### config.mk
export PLATFORM = sky130hd
export DESIGN_NAME = pulse_meas_port_flat
export DESIGN_NICKNAME = d
export VERILOG_FILES = /design/src/rtl/pulse_meas_pkg.sv /design/src/rtl/pulse_meas_port_if.sv /design/src/rtl/sig_sync.sv /design/src/rtl/pulse_meas_port.sv /design/src/flat_wrapper.sv
export SDC_FILE = /design/constraint.sdc
export NUM_CORES = 1
export LEC_CHECK = 0
export ABC_CLOCK_PERIOD_IN_PS = 3700
export CELL_PAD_IN_SITES_DETAIL_PLACEMENT = 0
export CELL_PAD_IN_SITES_GLOBAL_PLACEMENT = 1
export CORE_UTILIZATION = 43
export DETAILED_ROUTE_END_ITERATION = 7
export PLACE_DENSITY_LB_ADDON = 0.1
export SLEW_MARGIN = 20
export SYNTH_ARGS = -nofsm -noshare
export SYNTH_HDL_FRONTEND = slang
export SYNTH_SLANG_ARGS = --single-unit
### constraint.sdc
create_clock -name io_clk -period 3.7 [get_ports io_clk]
set_clock_uncertainty 0.1 [all_clocks]
set_input_delay 0.37 -clock io_clk [delete_from_list [all_inputs] [get_ports io_clk]]
set_output_delay 0.37 -clock io_clk [all_outputs]
set_load 0.02 [all_outputs]
### src/rtl/pulse_meas_pkg.sv
// Shared definitions for the pulse measurement port: FSM states, the default
// LED hold time and the saturating counter increment.
package pulse_meas_pkg;

    // Capture FSM states.
    typedef enum logic [1:0] {
        IDLE  = 2'd0,
        WAIT  = 2'd1,
        PULSE = 2'd2,
        DONE  = 2'd3
    } state_e;

    // Cycles the indicator LED stays low after each captured pulse.
    localparam int unsigned LED_HOLD_DEFAULT = 500;

    // Increment val, saturating at the all-ones value of a width-bit counter.
    // Callers widen their counter to 64 bits and cast the result back.
    function automatic logic [63:0] sat_inc(input logic [63:0] val,
                                            input int unsigned width);
        logic [63:0] max_val;
        if (width >= 64) begin
            max_val = '1;
        end else begin
            max_val = (64'd1 << width) - 64'd1;
        end
        if (val >= max_val) begin
            return max_val;
        end
        return val + 64'd1;
    endfunction

endpackage

### src/rtl/pulse_meas_port_if.sv
// Control and result bundle of one pulse measurement port. The master side
// (host logic or bench) programs the run and reads back the measurements.
interface pulse_meas_port_if #(
    parameter int _RAM_WIDTH = 32
);
    // Control towards the port
    logic                  io_armEn;
    logic                  io_clrCnt;
    logic                  io_defaultLevel;
    logic                  io_pulseIn;
    logic [15:0]           io_expectCnt;
    logic [_RAM_WIDTH-1:0] io_timeout;

    // Results from the port
    logic [_RAM_WIDTH-1:0] io_measDelay;
    logic [_RAM_WIDTH-1:0] io_measWidth;
    logic                  io_measValid;
    logic                  io_busy;
    logic                  io_done;
    logic                  io_timeoutErr;
    logic                  ind_led;
    logic [15:0]           CapCounter;

    modport master (
        output io_armEn, io_clrCnt, io_defaultLevel, io_pulseIn,
               io_expectCnt, io_timeout,
        input  io_measDelay, io_measWidth, io_measValid, io_busy,
               io_done, io_timeoutErr, ind_led, CapCounter
    );

    modport slave (
        input  io_armEn, io_clrCnt, io_defaultLevel, io_pulseIn,
               io_expectCnt, io_timeout,
        output io_measDelay, io_measWidth, io_measValid, io_busy,
               io_done, io_timeoutErr, ind_led, CapCounter
    );
endinterface

### src/rtl/sig_sync.sv
// Multi-stage synchronizer for an asynchronous input, followed by polarity
// selection and a registered-history edge detect on the resulting level.
module sig_sync #(
    parameter int STAGES = 2
) (
    input  logic clk,
    input  logic rst_n,
    input  logic async_i,
    input  logic invert_i,
    output logic level_o,
    output logic rise_o,
    output logic fall_o
);
    // Fewer than two stages would not resolve metastability.
    localparam int N = (STAGES < 2) ? 2 : STAGES;

    logic [N-1:0] sync_q;
    logic [N-1:0] sync_d;
    logic         prev_q;
    logic         prev_d;

    // Shift the raw input through the chain; remember last cycle's level.
    always_comb begin
        sync_d = {sync_q[N-2:0], async_i};
        prev_d = level_o;
    end

    // Synchronizer chain and edge-detect history register.
    always_ff @(posedge clk or negedge rst_n) begin
        if (!rst_n) begin
            sync_q <= '0;
            prev_q <= 1'b0;
        end else begin
            sync_q <= sync_d;
            prev_q <= prev_d;
        end
    end

    assign level_o = sync_q[N-1] ^ invert_i;
    assign rise_o  = level_o & ~prev_q;
    assign fall_o  = ~level_o & prev_q;

endmodule

### src/rtl/pulse_meas_port.sv
// Pulse measurement port: once armed, times the delay before each pulse on
// one monitored input and the pulse's active width, counts pulses up to the
// expected total, flags timeouts and drives an activity LED.
module pulse_meas_port
    import pulse_meas_pkg::*;
#(
    parameter int          _RAM_WIDTH  = 32,
    parameter int          SYNC_STAGES = 2,
    parameter int unsigned LED_HOLD    = LED_HOLD_DEFAULT
) (
    input  logic             io_clk,
    input  logic             io_rst_n,
    pulse_meas_port_if.slave bus
);
    localparam int unsigned RW = unsigned'(_RAM_WIDTH);

    // Synchronized, polarity-corrected input
    logic act_level;
    logic act_rise;
    logic act_fall;

    // Arm edge detect
    logic arm_prev_q, arm_prev_d;
    logic arm_edge;

    // FSM and measurement counters
    state_e          state_q, state_d;
    logic [RW-1:0]   delay_cnt_q, delay_cnt_d;
    logic [RW-1:0]   width_cnt_q, width_cnt_d;
    logic [15:0]     run_cnt_q, run_cnt_d;
    logic [15:0]     run_next;
    logic [15:0]     run_target;
    logic            timeout_en;
    logic            cap_inc;

    // Registered outputs
    logic [RW-1:0]   meas_delay_q, meas_delay_d;
    logic [RW-1:0]   meas_width_q, meas_width_d;
    logic            meas_valid_q, meas_valid_d;
    logic            busy_q, busy_d;
    logic            done_q, done_d;
    logic            timeout_err_q, timeout_err_d;
    logic [15:0]     cap_cnt_q, cap_cnt_d;
    logic [31:0]     led_cnt_q, led_cnt_d;
    logic            ind_led_q, ind_led_d;

    sig_sync #(
        .STAGES (SYNC_STAGES)
    ) u_pulse_sync (
        .clk      (io_clk),
        .rst_n    (io_rst_n),
        .async_i  (bus.io_pulseIn),
        .invert_i (bus.io_defaultLevel),
        .level_o  (act_level),
        .rise_o   (act_rise),
        .fall_o   (act_fall)
    );

    assign arm_edge   = bus.io_armEn & ~arm_prev_q;
    assign run_target = (bus.io_expectCnt == 16'd0) ? 16'd1 : bus.io_expectCnt;
    assign timeout_en = (bus.io_timeout != '0);

    // Capture FSM: next state, measurement counters and published results.
    always_comb begin
        state_d       = state_q;
        delay_cnt_d   = delay_cnt_q;
        width_cnt_d   = width_cnt_q;
        run_cnt_d     = run_cnt_q;
        run_next      = 16'(sat_inc(64'(run_cnt_q), 16));
        meas_delay_d  = meas_delay_q;
        meas_width_d  = meas_width_q;
        meas_valid_d  = 1'b0;
        timeout_err_d = timeout_err_q;
        cap_inc       = 1'b0;
        arm_prev_d    = bus.io_armEn;

        if (arm_edge) begin
            // An arm edge always restarts the run; a pulse in flight is dropped.
            state_d       = WAIT;
            delay_cnt_d   = '0;
            width_cnt_d   = '0;
            run_cnt_d     = '0;
            timeout_err_d = 1'b0;
        end else begin
            unique case (state_q)
                IDLE, DONE: begin
                    state_d = state_q;
                end
                WAIT: begin
                    if (timeout_en && (delay_cnt_q == bus.io_timeout)) begin
                        state_d       = DONE;
                        timeout_err_d = 1'b1;
                    end else if (act_rise) begin
                        // Only a leading edge starts a pulse, so an input
                        // already active when armed is never measured.
                        state_d     = PULSE;
                        width_cnt_d = RW'(1);
                    end else if (!act_level) begin
                        delay_cnt_d = RW'(sat_inc(64'(delay_cnt_q), RW));
                    end
                end
                PULSE: begin
                    if (timeout_en && (width_cnt_q == bus.io_timeout)) begin
                        state_d       = DONE;
                        timeout_err_d = 1'b1;
                    end else if (act_fall) begin
                        meas_delay_d = delay_cnt_q;
                        meas_width_d = width_cnt_q;
                        meas_valid_d = 1'b1;
                        cap_inc      = 1'b1;
                        run_cnt_d    = run_next;
                        // The trailing-edge cycle is itself inactive, so the
                        // gap to the next pulse already counts one cycle.
                        delay_cnt_d  = RW'(1);
                        state_d      = (run_next >= run_target) ? DONE : WAIT;
                    end else if (act_level) begin
                        width_cnt_d = RW'(sat_inc(64'(width_cnt_q), RW));
                    end
                end
                default: begin
                    state_d = IDLE;
                end
            endcase
        end
    end

    // Status flags, capture counter and LED hold countdown.
    always_comb begin
        busy_d = (state_d == WAIT) || (state_d == PULSE);
        // On a completed run done trails the final strobe by one cycle; after
        // a timeout it follows the timeout condition directly.
        done_d = (state_d == DONE) && !meas_valid_d;

        cap_cnt_d = cap_cnt_q;
        if (bus.io_clrCnt) begin
            cap_cnt_d = 16'd0;
        end else if (cap_inc) begin
            cap_cnt_d = 16'(sat_inc(64'(cap_cnt_q), 16));
        end

        if (meas_valid_q) begin
            led_cnt_d = 32'(LED_HOLD);
        end else if (led_cnt_q != 32'd0) begin
            led_cnt_d = led_cnt_q - 32'd1;
        end else begin
            led_cnt_d = 32'd0;
        end
        ind_led_d = (led_cnt_d == 32'd0);
    end

    // State, counter and output registers.
    always_ff @(posedge io_clk or negedge io_rst_n) begin
        if (!io_rst_n) begin
            state_q       <= IDLE;
            arm_prev_q    <= 1'b0;
            delay_cnt_q   <= '0;
            width_cnt_q   <= '0;
            run_cnt_q     <= '0;
            meas_delay_q  <= '0;
            meas_width_q  <= '0;
            meas_valid_q  <= 1'b0;
            busy_q        <= 1'b0;
            done_q        <= 1'b0;
            timeout_err_q <= 1'b0;
            cap_cnt_q     <= '0;
            led_cnt_q     <= '0;
            ind_led_q     <= 1'b1;
        end else begin
            state_q       <= state_d;
            arm_prev_q    <= arm_prev_d;
            delay_cnt_q   <= delay_cnt_d;
            width_cnt_q   <= width_cnt_d;
            run_cnt_q     <= run_cnt_d;
            meas_delay_q  <= meas_delay_d;
            meas_width_q  <= meas_width_d;
            meas_valid_q  <= meas_valid_d;
            busy_q        <= busy_d;
            done_q        <= done_d;
            timeout_err_q <= timeout_err_d;
            cap_cnt_q     <= cap_cnt_d;
            led_cnt_q     <= led_cnt_d;
            ind_led_q     <= ind_led_d;
        end
    end

    assign bus.io_measDelay  = meas_delay_q;
    assign bus.io_measWidth  = meas_width_q;
    assign bus.io_measValid  = meas_valid_q;
    assign bus.io_busy       = busy_q;
    assign bus.io_done       = done_q;
    assign bus.io_timeoutErr = timeout_err_q;
    assign bus.CapCounter    = cap_cnt_q;
    assign bus.ind_led       = ind_led_q;

endmodule

### src/flat_wrapper.sv
// flat-port wrapper written by rule: the top's interface ports become plain ports
module pulse_meas_port_flat import pulse_meas_pkg::*;
#(
    parameter int          _RAM_WIDTH  = 32,
    parameter int          SYNC_STAGES = 2,
    parameter int unsigned LED_HOLD    = LED_HOLD_DEFAULT
)
  (io_clk, io_rst_n, bus_io_armEn, bus_io_clrCnt, bus_io_defaultLevel, bus_io_pulseIn, bus_io_expectCnt, bus_io_timeout, bus_io_measDelay, bus_io_measWidth, bus_io_measValid, bus_io_busy, bus_io_done, bus_io_timeoutErr, bus_ind_led, bus_CapCounter);
  pulse_meas_port_if #(._RAM_WIDTH(_RAM_WIDTH)) bus_i ();
  input  logic io_clk;
  input  logic io_rst_n;
  input wire logic [$bits(bus_i.io_armEn)-1:0] bus_io_armEn;
  input wire logic [$bits(bus_i.io_clrCnt)-1:0] bus_io_clrCnt;
  input wire logic [$bits(bus_i.io_defaultLevel)-1:0] bus_io_defaultLevel;
  input wire logic [$bits(bus_i.io_pulseIn)-1:0] bus_io_pulseIn;
  input wire logic [$bits(bus_i.io_expectCnt)-1:0] bus_io_expectCnt;
  input wire logic [$bits(bus_i.io_timeout)-1:0] bus_io_timeout;
  output wire logic [$bits(bus_i.io_measDelay)-1:0] bus_io_measDelay;
  output wire logic [$bits(bus_i.io_measWidth)-1:0] bus_io_measWidth;
  output wire logic [$bits(bus_i.io_measValid)-1:0] bus_io_measValid;
  output wire logic [$bits(bus_i.io_busy)-1:0] bus_io_busy;
  output wire logic [$bits(bus_i.io_done)-1:0] bus_io_done;
  output wire logic [$bits(bus_i.io_timeoutErr)-1:0] bus_io_timeoutErr;
  output wire logic [$bits(bus_i.ind_led)-1:0] bus_ind_led;
  output wire logic [$bits(bus_i.CapCounter)-1:0] bus_CapCounter;
  assign bus_i.io_armEn = bus_io_armEn;
  assign bus_i.io_clrCnt = bus_io_clrCnt;
  assign bus_i.io_defaultLevel = bus_io_defaultLevel;
  assign bus_i.io_pulseIn = bus_io_pulseIn;
  assign bus_i.io_expectCnt = bus_io_expectCnt;
  assign bus_i.io_timeout = bus_io_timeout;
  assign bus_io_measDelay = bus_i.io_measDelay;
  assign bus_io_measWidth = bus_i.io_measWidth;
  assign bus_io_measValid = bus_i.io_measValid;
  assign bus_io_busy = bus_i.io_busy;
  assign bus_io_done = bus_i.io_done;
  assign bus_io_timeoutErr = bus_i.io_timeoutErr;
  assign bus_ind_led = bus_i.ind_led;
  assign bus_CapCounter = bus_i.CapCounter;
  pulse_meas_port #(._RAM_WIDTH(_RAM_WIDTH), .SYNC_STAGES(SYNC_STAGES), .LED_HOLD(LED_HOLD)) u_core (.io_clk(io_clk), .io_rst_n(io_rst_n), .bus(bus_i));
endmodule
# Word level (Yosys, flattened, before mapping)
# Index checks and enable logic that the tools add are counted.
# op_classes
add_sub_neg	5
order_cmp	5
eq_ne	19
n_mux	74
n_bitwise	9
n_reduce_logical	20
# ops
op	n
64-bit 2-to-1 mux	12
32-bit 2-to-1 mux	18
16-bit 2-to-1 mux	11
32-bit by 64-bit >= comparator with 1-bit output	2
32-bit one-hot mux with 2 select lines	2
32-bit by 1-bit adder with 32-bit output, second input constant	2
32-bit equality test	2
16-bit by 64-bit >= comparator with 1-bit output	1
32-bit nonzero test	2
16-bit by 1-bit adder with 16-bit output, second input constant	2
32-bit logical NOT	1
32-bit by 1-bit subtractor with 32-bit output, second input constant	1
1-bit 2-to-1 mux	23
16-bit >= comparator	1
16-bit >= comparator, second input constant	1
16-bit logical NOT	1
3-bit by 1-bit inequality test with 1-bit output, second input constant	5
2-bit 2-to-1 mux	6
6-bit AND reduction	2
3-bit inequality test, second input constant	3
2-bit equality test, second input constant	4
3-bit by 2-bit inequality test with 1-bit output, second input constant	2
2-bit one-hot mux with 3 select lines	1
3-bit AND reduction	2
other kinds (14)	25
# word_totals
register_bits	203
inputBits	54
word_cells	148

# Logic depth before layout (Yosys ltp)
# Gate-level depths: netlist of run 1.
# logic_depth
depth_word	20
mapped_depth	17

# Modules after synthesis
# A second synthesis of run 1 with hierarchy kept.
# hier_totals
hier_cells	1246
hier_area_um2	11663.7
# by_module_without_submodules
mod	instances	cells_each	area_each_um2	seq_area_each_um2
pulse_meas_port	1	1239	11566.1	5006.1
sig_sync	1	7	97.6	75.1

# Worst setup path before layout of run 1
# No wires, ideal clock.
# synth_timing
path_type	reg2reg
startpoint	reg u_core.run_cnt_q[0]
endpoint	reg u_core.done_q (netlist: u_core.bus.io_done)
setup_ps	119
arrival_ps	3158
required_time_ps	3481
path_slack_ps	323
path_stages_with_launch	18
n_path_buf	0
period_less_slack_ps	3377
cell_sequence	dfrtp_1 -> ha_1 -> nand3_1 -> nor2_1 -> nand3_1 -> nor2_1 -> nand2b_1 -> o21ai_0 -> nand2b_1 -> ha_1 -> a21o_1 -> a21o_1 -> a2111oi_0 -> a32oi_1 -> o21ai_0 -> a221oi_1 -> ha_1 -> and2_1
# synth_via
elab_chain_len	11
# synth_rtl
element	line	source
start, declared	pulse_meas_port.sv:30	logic [15:0] run_cnt_q, run_cnt_d;
start signal, assigned	pulse_meas_port.sv:173	run_cnt_q <= run_cnt_d;
16-bit >= comparator	pulse_meas_pkg.sv:26	if (val >= max_val) begin
1-bit 2-to-1 mux	pulse_meas_pkg.sv:26	
16-bit 2-to-1 mux *	pulse_meas_pkg.sv:29	return val + 64'd1;
16-bit >= comparator *	pulse_meas_port.sv:115	state_d = (run_next >= run_target) ? DONE : WAIT;
2-bit 2-to-1 mux *	pulse_meas_port.sv:115	
2-bit 2-to-1 mux *	pulse_meas_port.sv:106	end else if (act_fall) begin
2-bit 2-to-1 mux *	pulse_meas_port.sv:103	if (timeout_en && (width_cnt_q == bus.io_timeout)) begin
2-bit one-hot mux with 3 select lines *	pulse_meas_port.sv:85	unique case (state_q)
2-bit 2-to-1 mux *	pulse_meas_port.sv:77	if (arm_edge) begin
via u_core.state_d[1]	pulse_meas_port.sv:27	state_e state_q, state_d;
2-bit equality test *	pulse_meas_port.sv:132	done_d = (state_d == DONE) && !meas_valid_d;
1-bit logical AND *	pulse_meas_port.sv:132	
via u_core.done_d	pulse_meas_port.sv:41	logic done_q, done_d;
end signal, assigned	pulse_meas_port.sv:178	done_q <= done_d;
end, declared	pulse_meas_port.sv:41	
# The timed path passes the listed nets; every way through them passes the cells marked *.
# A chain may end at the register's enable or synchronous reset.

# Final worst setup path of run 1
# Ends and elaborated chain as after synthesis.

==> results.toml, run 1 <==
[synth]
yosysSeqAreaShare_pct = 43.8
yosys-top-cells-area = "dfrtp_1, nand2_1, xor2_1"
postSynth.asyncResetShare_pct = 100
syn_inst = 1331
yosys.area.top_type = "dfrtp_1"
syn-num-nets = 1410
syn_area_per_cell_um2 = 8.72
yosys_register_bits = 203
synthFlopType = "dfrtp_1"
yosys_warnings = 0
synth_top_area_share_pct = 43.6
synth.distinct_cells = 68
synthesis.area_um2 = 11600
synth_edf_count = 0

[placement]
place_inst = 1763
dp.final_hpwl_um = 23400
place_congestion = 0.888
portBuffers = 138

[detailed_routing]
wire_per_inst_um = 18.5
drt_first_pass_iters = 7
drtAntennaViolNets = 0
vias = 10200
drc = 8
viasPerCell = 5.66
detail_route.iter0.violations = 639
wirelength_um = 33400

[setup_path]
rr_worst_depth = 17
worstPathCellList = "ha_2 > nand3_1 > nor2_2 > nand3_1 > nor2_2 > nand2b_1 > o21ai_0 > nand2b_1 > ha_1 > a21o_1 > a21o_1 > a2111oi_2 > a32oi_2 > o21ai_1 > a221oi_2 > ha_1 > and2_1"
required_ns = 4.00
r2r_setup_slack_ns = 0.27
startpoint_type = "register"
path_class = "register to register"
crit_path_top_delay_cell = "dfrtp_1"
slowest_delay_ns = 0.40
rr_endpoint = "u_core.bus.io_done"
worstPathMaxFanout = 5
crit_arrival_ns = 3.73
r2r_start = "u_core.run_cnt_q[0]"
end_kind = "register"

[clock_network]
clk_pin_slew_worst_paths_ns = 0.06
cts_tree = "done"
clock-sinks = 203
h-tree-depth = 1
cts_setup_buffers = 0
insertion_delay_ns = 0.53
numCtsBuffers = 24
clk_path_buf_depth = 3
clockRootBuffer = "clkbuf_16"

[timing]
finalHoldViolCount = 0
setup_viol = 0
min_period_ns = 3.43
slew_violations = 0
fin_setup_tns_ns = 0
max_slew_margin_pct = 49.4
rsz0062_at_grt = "no"
fmax_ghz = 0.291
post-route-period-util_pct = 92.7
tightest_slew_ns = 0.753

[pwr]
leakagePower_nw = 6.54
p_total_mw = 7.44
clkPwrFrac_pct = 35.2
p_seq_share_pct = 36.7
internal_power_mw = 4.96
switching_power_mw = 2.48
comb_power_share_pct = 28.1
power_density_nw_per_um2 = 517
irDropWorstVdd_mv = 0.308
swShare_pct = 33.3

[die]
core_um2 = 26300
row_count = 59
die-area_um2 = 27600
boundaryPins = 139
die_w_um = 166
die_h_um = 166
start_util_pct = 44.1

[global_route]
grt_antenna_before_repair = 0
grt_max_degree = 90
grt_pass1_vias = 9931
grt_pass1_wl_um = 54500
grt_use_met2_pct = 38.3
met3_usage_pct = 3.96
overflow = 0
grt_usage_pct = 24.3
grt.met1_usage_pct = 35.0
busiest_layer = "met2"

[run_status]
violations = "design-rule violations"
status = "finished with violations"

[layout]
fin_nets = 1534
n_antenna_cell = 0
synthToLayoutAreaGrowth_pct = 24.2
drive_gt1_share_pct = 8.21
final_cell_mix = "nand2_1, dfrtp_1, clkdlybuf4s50_1"
mostFrequentLayoutCell = "nand2_1"
stdcell_count = 1808
final_core_util_pct = 54.8

[hold_path]
min_path_cells = 1
min_to = "u_core.u_pulse_sync.sync_q[0]"
min_from = "bus_io_pulseIn"
worstHoldPathType = "primary input to register"

[job]
maxCapViolCount = 0
-- routing by layer --
layer	share of wire, %	up-vias
met5	0	-
met4	1.8	0
met3	5.2	42
met2	45	270
met1	48	4946
li1	-	4973
-- worst max-delay path: cells and delay by family, from the launching register on --
family,cells,cell delay [ns]
AO/OA/AOI/OAI,7,1.27
AND/OR/NAND/NOR,7,0.84
adder cells (fa/ha/maj),3,0.71
flip-flops,1,0.40
-- repair_timing --
action,CTS,global route
resized for setup,0,9
hold buffers,1,0
hold endpoints to repair,77,0
endpoints found under the setup margin,0,3
-- flip-flops by register name (all words and copies together) (netlist names) --
| signal | cells |
|---|---|
| u_core.arm_prev_q | 1 |
| u_core.bus.CapCounter | 16 |
| u_core.bus.ind_led | 1 |
| u_core.bus.io_busy | 1 |
| u_core.bus.io_done | 1 |
| u_core.bus.io_measDelay | 32 |
| u_core.bus.io_measValid | 1 |
| u_core.bus.io_measWidth | 32 |
| u_core.bus.io_timeoutErr | 1 |
| u_core.delay_cnt_q | 32 |
| u_core.led_cnt_q | 32 |
| u_core.run_cnt_q | 16 |
| u_core.state_q | 2 |
| u_core.u_pulse_sync.prev_q | 1 |
| u_core.u_pulse_sync.sync_q | 2 |
| u_core.width_cnt_q | 32 |
-- cells in the mapped netlist (all sizes together) (4+ instances only) --
master,n
a22o,50
or2,5
nand4,24
or4,12
nand2,230
mux2,4
clkbuf,67
and3,27
a21oi,34
a211oi,8
o22ai,7
a21boi,9
buf,10
a21bo,9
xor2,77
nand3,53
and2,9
nor4,48
o21ai,117
nor2,66
nor3,31
a21o,12
dfrtp,202
and4,5
nand2b,13
inv,63
a31oi,11
ha,25
o31ai,13
xnor2,23
a311oi,4
or3,12
o21a,7
nor2b,8
-- cells by family (layout without fill, tap and decap cells) --
logic type,Yosys count,in the layout,synth area share (%)
adders and majority gates,25,25,2.70
xor gates and xnor gates,100,100,7.55
AOI/OAI and AO/OA,306,306,17.5
and+or+nand+nor,551,551,23.1
buffers and inverters,140,282,4.76
DFF,203,203,43.8
muxes,6,6,0.561
-- through the flow --
step                hold slack [ns]  worst slack, ns  area [µm²]
floorplan                   -0.0256            0.323       11600
global placement              0.234            0.183       13500
detailed placement            0.236            0.144       13500
CTS                           0.188            0.108       14400
global route                  0.191          0.00635       14400
finish                        0.202            0.268       14400
-- worst max-delay path by stage --
stage	startpoint	end	cells after the start
global placement	u_core.run_cnt_q[0]	u_core.bus.io_busy	17
detailed placement	u_core.run_cnt_q[0]	u_core.bus.io_busy	17
global route	u_core.run_cnt_q[2]	u_core.bus.io_done	15
finish	u_core.run_cnt_q[0]	u_core.bus.io_done	17
floorplan	u_core.run_cnt_q[0]	u_core.bus.io_done	17
CTS	u_core.run_cnt_q[0]	u_core.bus.io_busy	17
-- final cells by class --
type | count | area [µm²]
clock inverter | 14 | 201
tap | 335 | 419
clock buffer | 30 | 674
timing repair buffer | 175 | 1750
fill | 2489 | 11900
multi-input combinational | 988 | 6040
inverter | 63 | 236
sequential | 203 | 5080
-- power groups by stage --
stage	Clock, mW	Sequential [mW]	Combinational (mW)
final	2.62	2.73	2.09
after global routing	2.78	2.77	2.31
after CTS	2.68	2.73	2.09
after floorplan	0	2.72	1.38
after global placement	0	2.77	2.04
after detailed placement	0	2.77	2.08
Power figures use the tool's default switching activity.
==> run 2, diff against run 1 <==
--- a/config.mk
+++ b/config.mk
@@ -6,10 +6,12 @@
 export NUM_CORES = 1
 export LEC_CHECK = 0
 export ABC_CLOCK_PERIOD_IN_PS = 3700
+export CAP_MARGIN = 20
 export CELL_PAD_IN_SITES_DETAIL_PLACEMENT = 0
 export CELL_PAD_IN_SITES_GLOBAL_PLACEMENT = 1
 export CORE_UTILIZATION = 43
 export DETAILED_ROUTE_END_ITERATION = 7
+export MAX_ROUTING_LAYER = met4
 export PLACE_DENSITY_LB_ADDON = 0.1
 export SLEW_MARGIN = 20
 export SYNTH_ARGS = -nofsm -noshare
==> run 2 against run 1 <==
Effect of this change: the run still ends with design-rule violations left; global-route usage increased by 0.98 points; sequential share of layout area down 0.12 points; register-to-register slack worse by 0.06 ns; clock-buffer cell count rose by 2; sequential cell count unchanged; clock power is 4% lower; worst setup slack worse by 0.059 ns; critical path depth is 2 lower; sequential power about the same; design area is 0.33% higher; largest cell class unchanged.
==> results.toml, run 2 (same netlist as run 1, synthesis figures left out) <==
[timing]
tightest_slew_ns = 0.744
finalHoldViolCount = 0
hold_slack_ns = 0.207
max_slew_margin_pct = 49.9
finalWorstSetupSlack_ns = 0.209
min_period_ns = 3.49
slew_violations = 0
setup_viol = 0
fmax_ghz = 0.286
post-route-period-util_pct = 94.4
rsz0062_at_grt = "yes"
fin_setup_tns_ns = 0

[setup_path]
r2r_setup_slack_ns = 0.21
r2r_start = "u_core.run_cnt_q[7]"
crit_arrival_ns = 3.79
startpoint_type = "register"
end_kind = "register"
path_class = "register to register"
worstPathMaxFanout = 4
rr_endpoint = "u_core.bus.io_done"
required_ns = 4.00
rr_worst_depth = 15

[detailed_routing]
drtAntennaViolNets = 0
detail_route.iter0.violations = 604
viasPerCell = 5.68
wirelength_um = 33500
drt_first_pass_iters = 7
vias = 10300
wire_per_inst_um = 18.4
drc = 8

[die]
boundaryPins = 139
row_count = 59
die_h_um = 166
die_w_um = 166
die-area_um2 = 27600
core_um2 = 26300
start_util_pct = 44.1

[clock_network]
clockRootBuffer = "clkbuf_16"
clk_pin_slew_worst_paths_ns = 0.06
insertion_delay_ns = 0.52
cts_tree = "done"
clock-sinks = 203
h-tree-depth = 1
numCtsBuffers = 24
clk_path_buf_depth = 3

[hold_path]
min_from = "bus_io_pulseIn"
worstHoldPathType = "primary input to register"
min_path_cells = 1
min_to = "u_core.u_pulse_sync.sync_q[0]"

[pwr]
p_total_mw = 7.42
power_density_nw_per_um2 = 513
irDropWorstVdd_mv = 0.295
leakagePower_nw = 6.57

[layout]
n_antenna_cell = 0
synthToLayoutAreaGrowth_pct = 24.6
fin_nets = 1545
finalInstanceArea_um2 = 14500
stdcell_count = 1819
final_core_util_pct = 55.0
final_cell_mix = "nand2_1, dfrtp_1, clkdlybuf4s50_1"
mostFrequentLayoutCell = "nand2_1"
drive_gt1_share_pct = 8.89

[placement]
place_congestion = 0.917
portBuffers = 138
dp_slack_ns = 0.124
place_inst = 1773
dpl-instance-area_um2 = 13600
dp.final_hpwl_um = 23600

[run_status]
status = "finished with violations"
violations = "design-rule violations"

[job]
maxCapViolCount = 0

[global_route]
grt_pass1_vias = 9955
grt_max_degree = 90
overflow = 0
grt_antenna_before_repair = 0
grt_usage_pct = 25.3
grt_pass1_wl_um = 54900
==> run 2: changes by cell type in the layout (fill, tap and decap cells not counted), sizes merged <==
cell	previous run	this run
clkinv	7	4
inv	64	63
clkbuf	31	33
clkinvlp	1	5
bufinv	5	3
buf	36	47
==> run 2: worst max-delay path by stage <==
stage                          to                start  slack, ns
5_1_grt        u_core.bus.io_busy  u_core.run_cnt_q[0]     -0.007
3_5_place_dp   u_core.bus.io_busy  u_core.run_cnt_q[0]       0.12
6_report       u_core.bus.io_done  u_core.run_cnt_q[7]       0.21
4_1_cts        u_core.bus.io_busy  u_core.run_cnt_q[0]       0.13
3_3_place_gp   u_core.bus.io_busy  u_core.run_cnt_q[0]       0.19
2_1_floorplan  u_core.bus.io_done  u_core.run_cnt_q[0]       0.32
==> run 2: final cells by class <==
cell class / instances / area [µm²]
tap: 335 / 419
fill: 2472 / 11800
inverter: 63 / 236
timing repair buffer: 186 / 1830
sequential: 203 / 5080
clock inverter: 12 / 148
multi-input combinational: 988 / 6040
clock buffer: 32 / 702
==> run 2: routing by layer <==
layer | part of all wire (%) | GRT usage, % | up-vias
met2 | 45 | 38.8 | 297
li1 | - | - | 4992
met5 | 0 | - | -
met4 | 1.7 | 4.59 | 0
met1 | 48 | 36.2 | 5005
met3 | 5.0 | 2.96 | 45
==> run 2: power by group <==
part	total (mW)	switching [mW]	internal [mW]
clock network	2.52	0.980	1.54
logic	2.16	1.24	0.928
registers	2.73	0.285	2.45
total	7.42	2.50	4.92
==> run 2: worst max-delay path, stage by stage, from the launching register on <==
cell	delay, ns
dfrtp_1	0.40
and4_4	0.25
and3_1	0.20
and2_1	0.16
nand3_1	0.13
o21ai_0	0.23
nand2b_1	0.16
ha_1	0.24
a21o_1	0.18
a21o_1	0.18
a2111oi_2	0.38
a32oi_2	0.18
o21ai_1	0.18
a221oi_2	0.09
ha_1	0.21
and2_1	0.13
==> run 2: timing repair <==
item | 4_1_cts | 5_1_grt
endpoints found under the setup margin | 0 | 2
hold buffers | 1 | 0
endpoints found under the hold margin | 70 | 0
gates resized for setup | 0 | 8
buffers inserted | 0 | 0
==> run 3, diff against run 2 <==
--- a/config.mk
+++ b/config.mk
@@ -9,7 +9,8 @@
 export CAP_MARGIN = 20
 export CELL_PAD_IN_SITES_DETAIL_PLACEMENT = 0
 export CELL_PAD_IN_SITES_GLOBAL_PLACEMENT = 1
-export CORE_UTILIZATION = 43
+export CORE_UTILIZATION = 44
+export CTS_BUF_LIST = sky130_fd_sc_hd__clkbuf_4
 export DETAILED_ROUTE_END_ITERATION = 7
 export MAX_ROUTING_LAYER = met4
 export PLACE_DENSITY_LB_ADDON = 0.1
==> run 3 against run 2 <==
Effect of this change: the flow now finishes without violations; via count grew 2.3%; sequential share of layout area grew 0.28 points; fmax grew 1.5%; clock power shrank 19%; highest routed layer unchanged.
==> results.toml, run 3 (same netlist as run 1, synthesis figures left out) <==
[global_route]
grt_usage_pct = 27.4
grt_pass1_wl_um = 55800
grt_max_degree = 90
grt_antenna_before_repair = 2
overflow = 0
grt_pass1_vias = 9895

[clock_network]
clockRootBuffer = "clkbuf_4"
numCtsBuffers = 57
clk_pin_slew_worst_paths_ns = 0.06
clk_path_buf_depth = 3
cts_setup_buffers = 0
clock-sinks = 203
h-tree-depth = 2
cts_tree = "done"
insertion_delay_ns = 0.68

[setup_path]
r2r_setup_slack_ns = 0.26
required_ns = 4.17
path_class = "register to register"
worstPathMaxFanout = 4
startpoint_type = "register"
crit_arrival_ns = 3.91
end_kind = "register"

[placement]
place_congestion = 0.951
portBuffers = 138
dp.final_hpwl_um = 24800

[timing]
setup_viol = 0
rsz0062_at_grt = "yes"
finalHoldViolCount = 0
tightest_slew_ns = 0.792
min_period_ns = 3.44
post-route-period-util_pct = 92.9
slew_violations = 0
fmax_ghz = 0.291
fin_setup_tns_ns = 0
max_slew_margin_pct = 47.2

[layout]
mostFrequentLayoutCell = "nand2_1"
drive_gt1_share_pct = 11.4
fin_nets = 1580
final_core_util_pct = 55.2
final_cell_mix = "nand2_1, dfrtp_1, clkdlybuf4s50_1"
synthToLayoutAreaGrowth_pct = 23.6

[detailed_routing]
wirelength_um = 35200
wire_per_inst_um = 18.7
drtAntennaViolNets = 0
drc = 0
detail_route.iter0.violations = 728
viasPerCell = 5.61
vias = 10600
drt_first_pass_iters = 5

[pwr]
clkPwrFrac_pct = 29.6
comb_power_share_pct = 31.1
p_seq_share_pct = 39.2
irDropWorstVdd_mv = 0.255
leakagePower_nw = 6.59
internal_power_mw = 4.42
power_density_nw_per_um2 = 484
swShare_pct = 36.3
switching_power_mw = 2.52

[job]
maxCapViolCount = 0

[die]
die_w_um = 164
row_count = 59
boundaryPins = 139
die-area_um2 = 27000
die_h_um = 164
start_util_pct = 44.6
core_um2 = 26000

[hold_path]
worstHoldPathType = "primary input to register"

[run_status]
status = "completed"
## run 3: cell count changes in the layout (fill, tap and decap cells not counted), moves of 2 or more
cell        change
inv_2           +2
nor2_2          +2
clkinv_1       +19
diode_2         +2
nor2_1          -2
buf_4           +2
clkbuf_4       +79
bufinv_16       -2
clkbuf_8        -5
clkbuf_1        -2
clkbuf_16      -25
clkinvlp_4      -4
clkinv_2        -2
## run 3: through the flow
stage	power, mW	hold WS (ns)	cell area (µm²)	setup slack, ns	std cells
after floorplan	4.10	-0.0256	11600	0.323	1331
after global placement	4.86	0.236	13600	0.0149	1775
after detailed placement	4.89	0.246	13600	-0.0272	1775
after CTS	6.98	0.132	14300	0.0443	1881
after global routing	7.39	0.161	14300	-0.00719	1883
final	6.93	0.199	14300	0.262	1883
## run 3: layout make-up
type / count / area, µm²
clock buffer: 79 / 593
inverter: 63 / 236
sequential: 203 / 5080
multi-input combinational: 988 / 6030
tap: 335 / 419
timing repair buffer: 188 / 1840
antenna: 2 / 5.00
fill: 2434 / 11600
clock inverter: 25 / 126
## run 3: what timing repair did
action	4_1_cts	5_1_grt
setup endpoints to repair	0	13
gates resized for setup	0	9
hold endpoints to repair	86	0
hold buffers	2	0
## run 3: power groups by stage
stage | Sequential, mW | Clock (mW) | Combinational [mW]
after floorplan | 2.72 | 0 | 1.38
after global placement | 2.76 | 0 | 2.10
after detailed placement | 2.76 | 0 | 2.13
after CTS | 2.72 | 2.12 | 2.14
after global routing | 2.75 | 2.25 | 2.39
final | 2.72 | 2.05 | 2.16
## run 3: layer usage
| layer | part of all wire, % | up-vias | global-route usage (%) |
|---|---|---|---|
| li1 | - | 5088 | - |
| met1 | 48 | 5043 | 39.0 |
| met2 | 43 | 375 | 39.4 |
| met3 | 6.4 | 67 | 4.85 |
| met4 | 2.4 | 0 | 8.54 |
| met5 | 0 | - | - |
## run 3: path summary, 6_finish.rpt
kind	startpoint	to	depth (start not counted)
max	u_core.run_cnt_q[7]	u_core.bus.io_done	15
min	bus_io_armEn	u_core.arm_prev_q	1
max reg2reg	u_core.run_cnt_q[7]	u_core.bus.io_done	15
min reg2reg	u_core.u_pulse_sync.sync_q[0]	u_core.u_pulse_sync.sync_q[1]	0
max in group asynchronous	io_rst_n	u_core.bus.io_measDelay[16]	3
min in group asynchronous	io_rst_n	u_core.bus.CapCounter[4]	2
## run 3: critical path: stages, from the launching register on
cell and delay [ns]:
dfrtp_1 0.39, and4_1 0.25, and3_1 0.21, and2_1 0.17, nand3_1 0.13, o21ai_0 0.22, nand2b_1 0.14, ha_1 0.25
a21o_1 0.18, a21o_1 0.17, a2111oi_1 0.37, a32oi_1 0.17, o21ai_1 0.17, a221oi_2 0.08, ha_1 0.21, and2_1 0.13
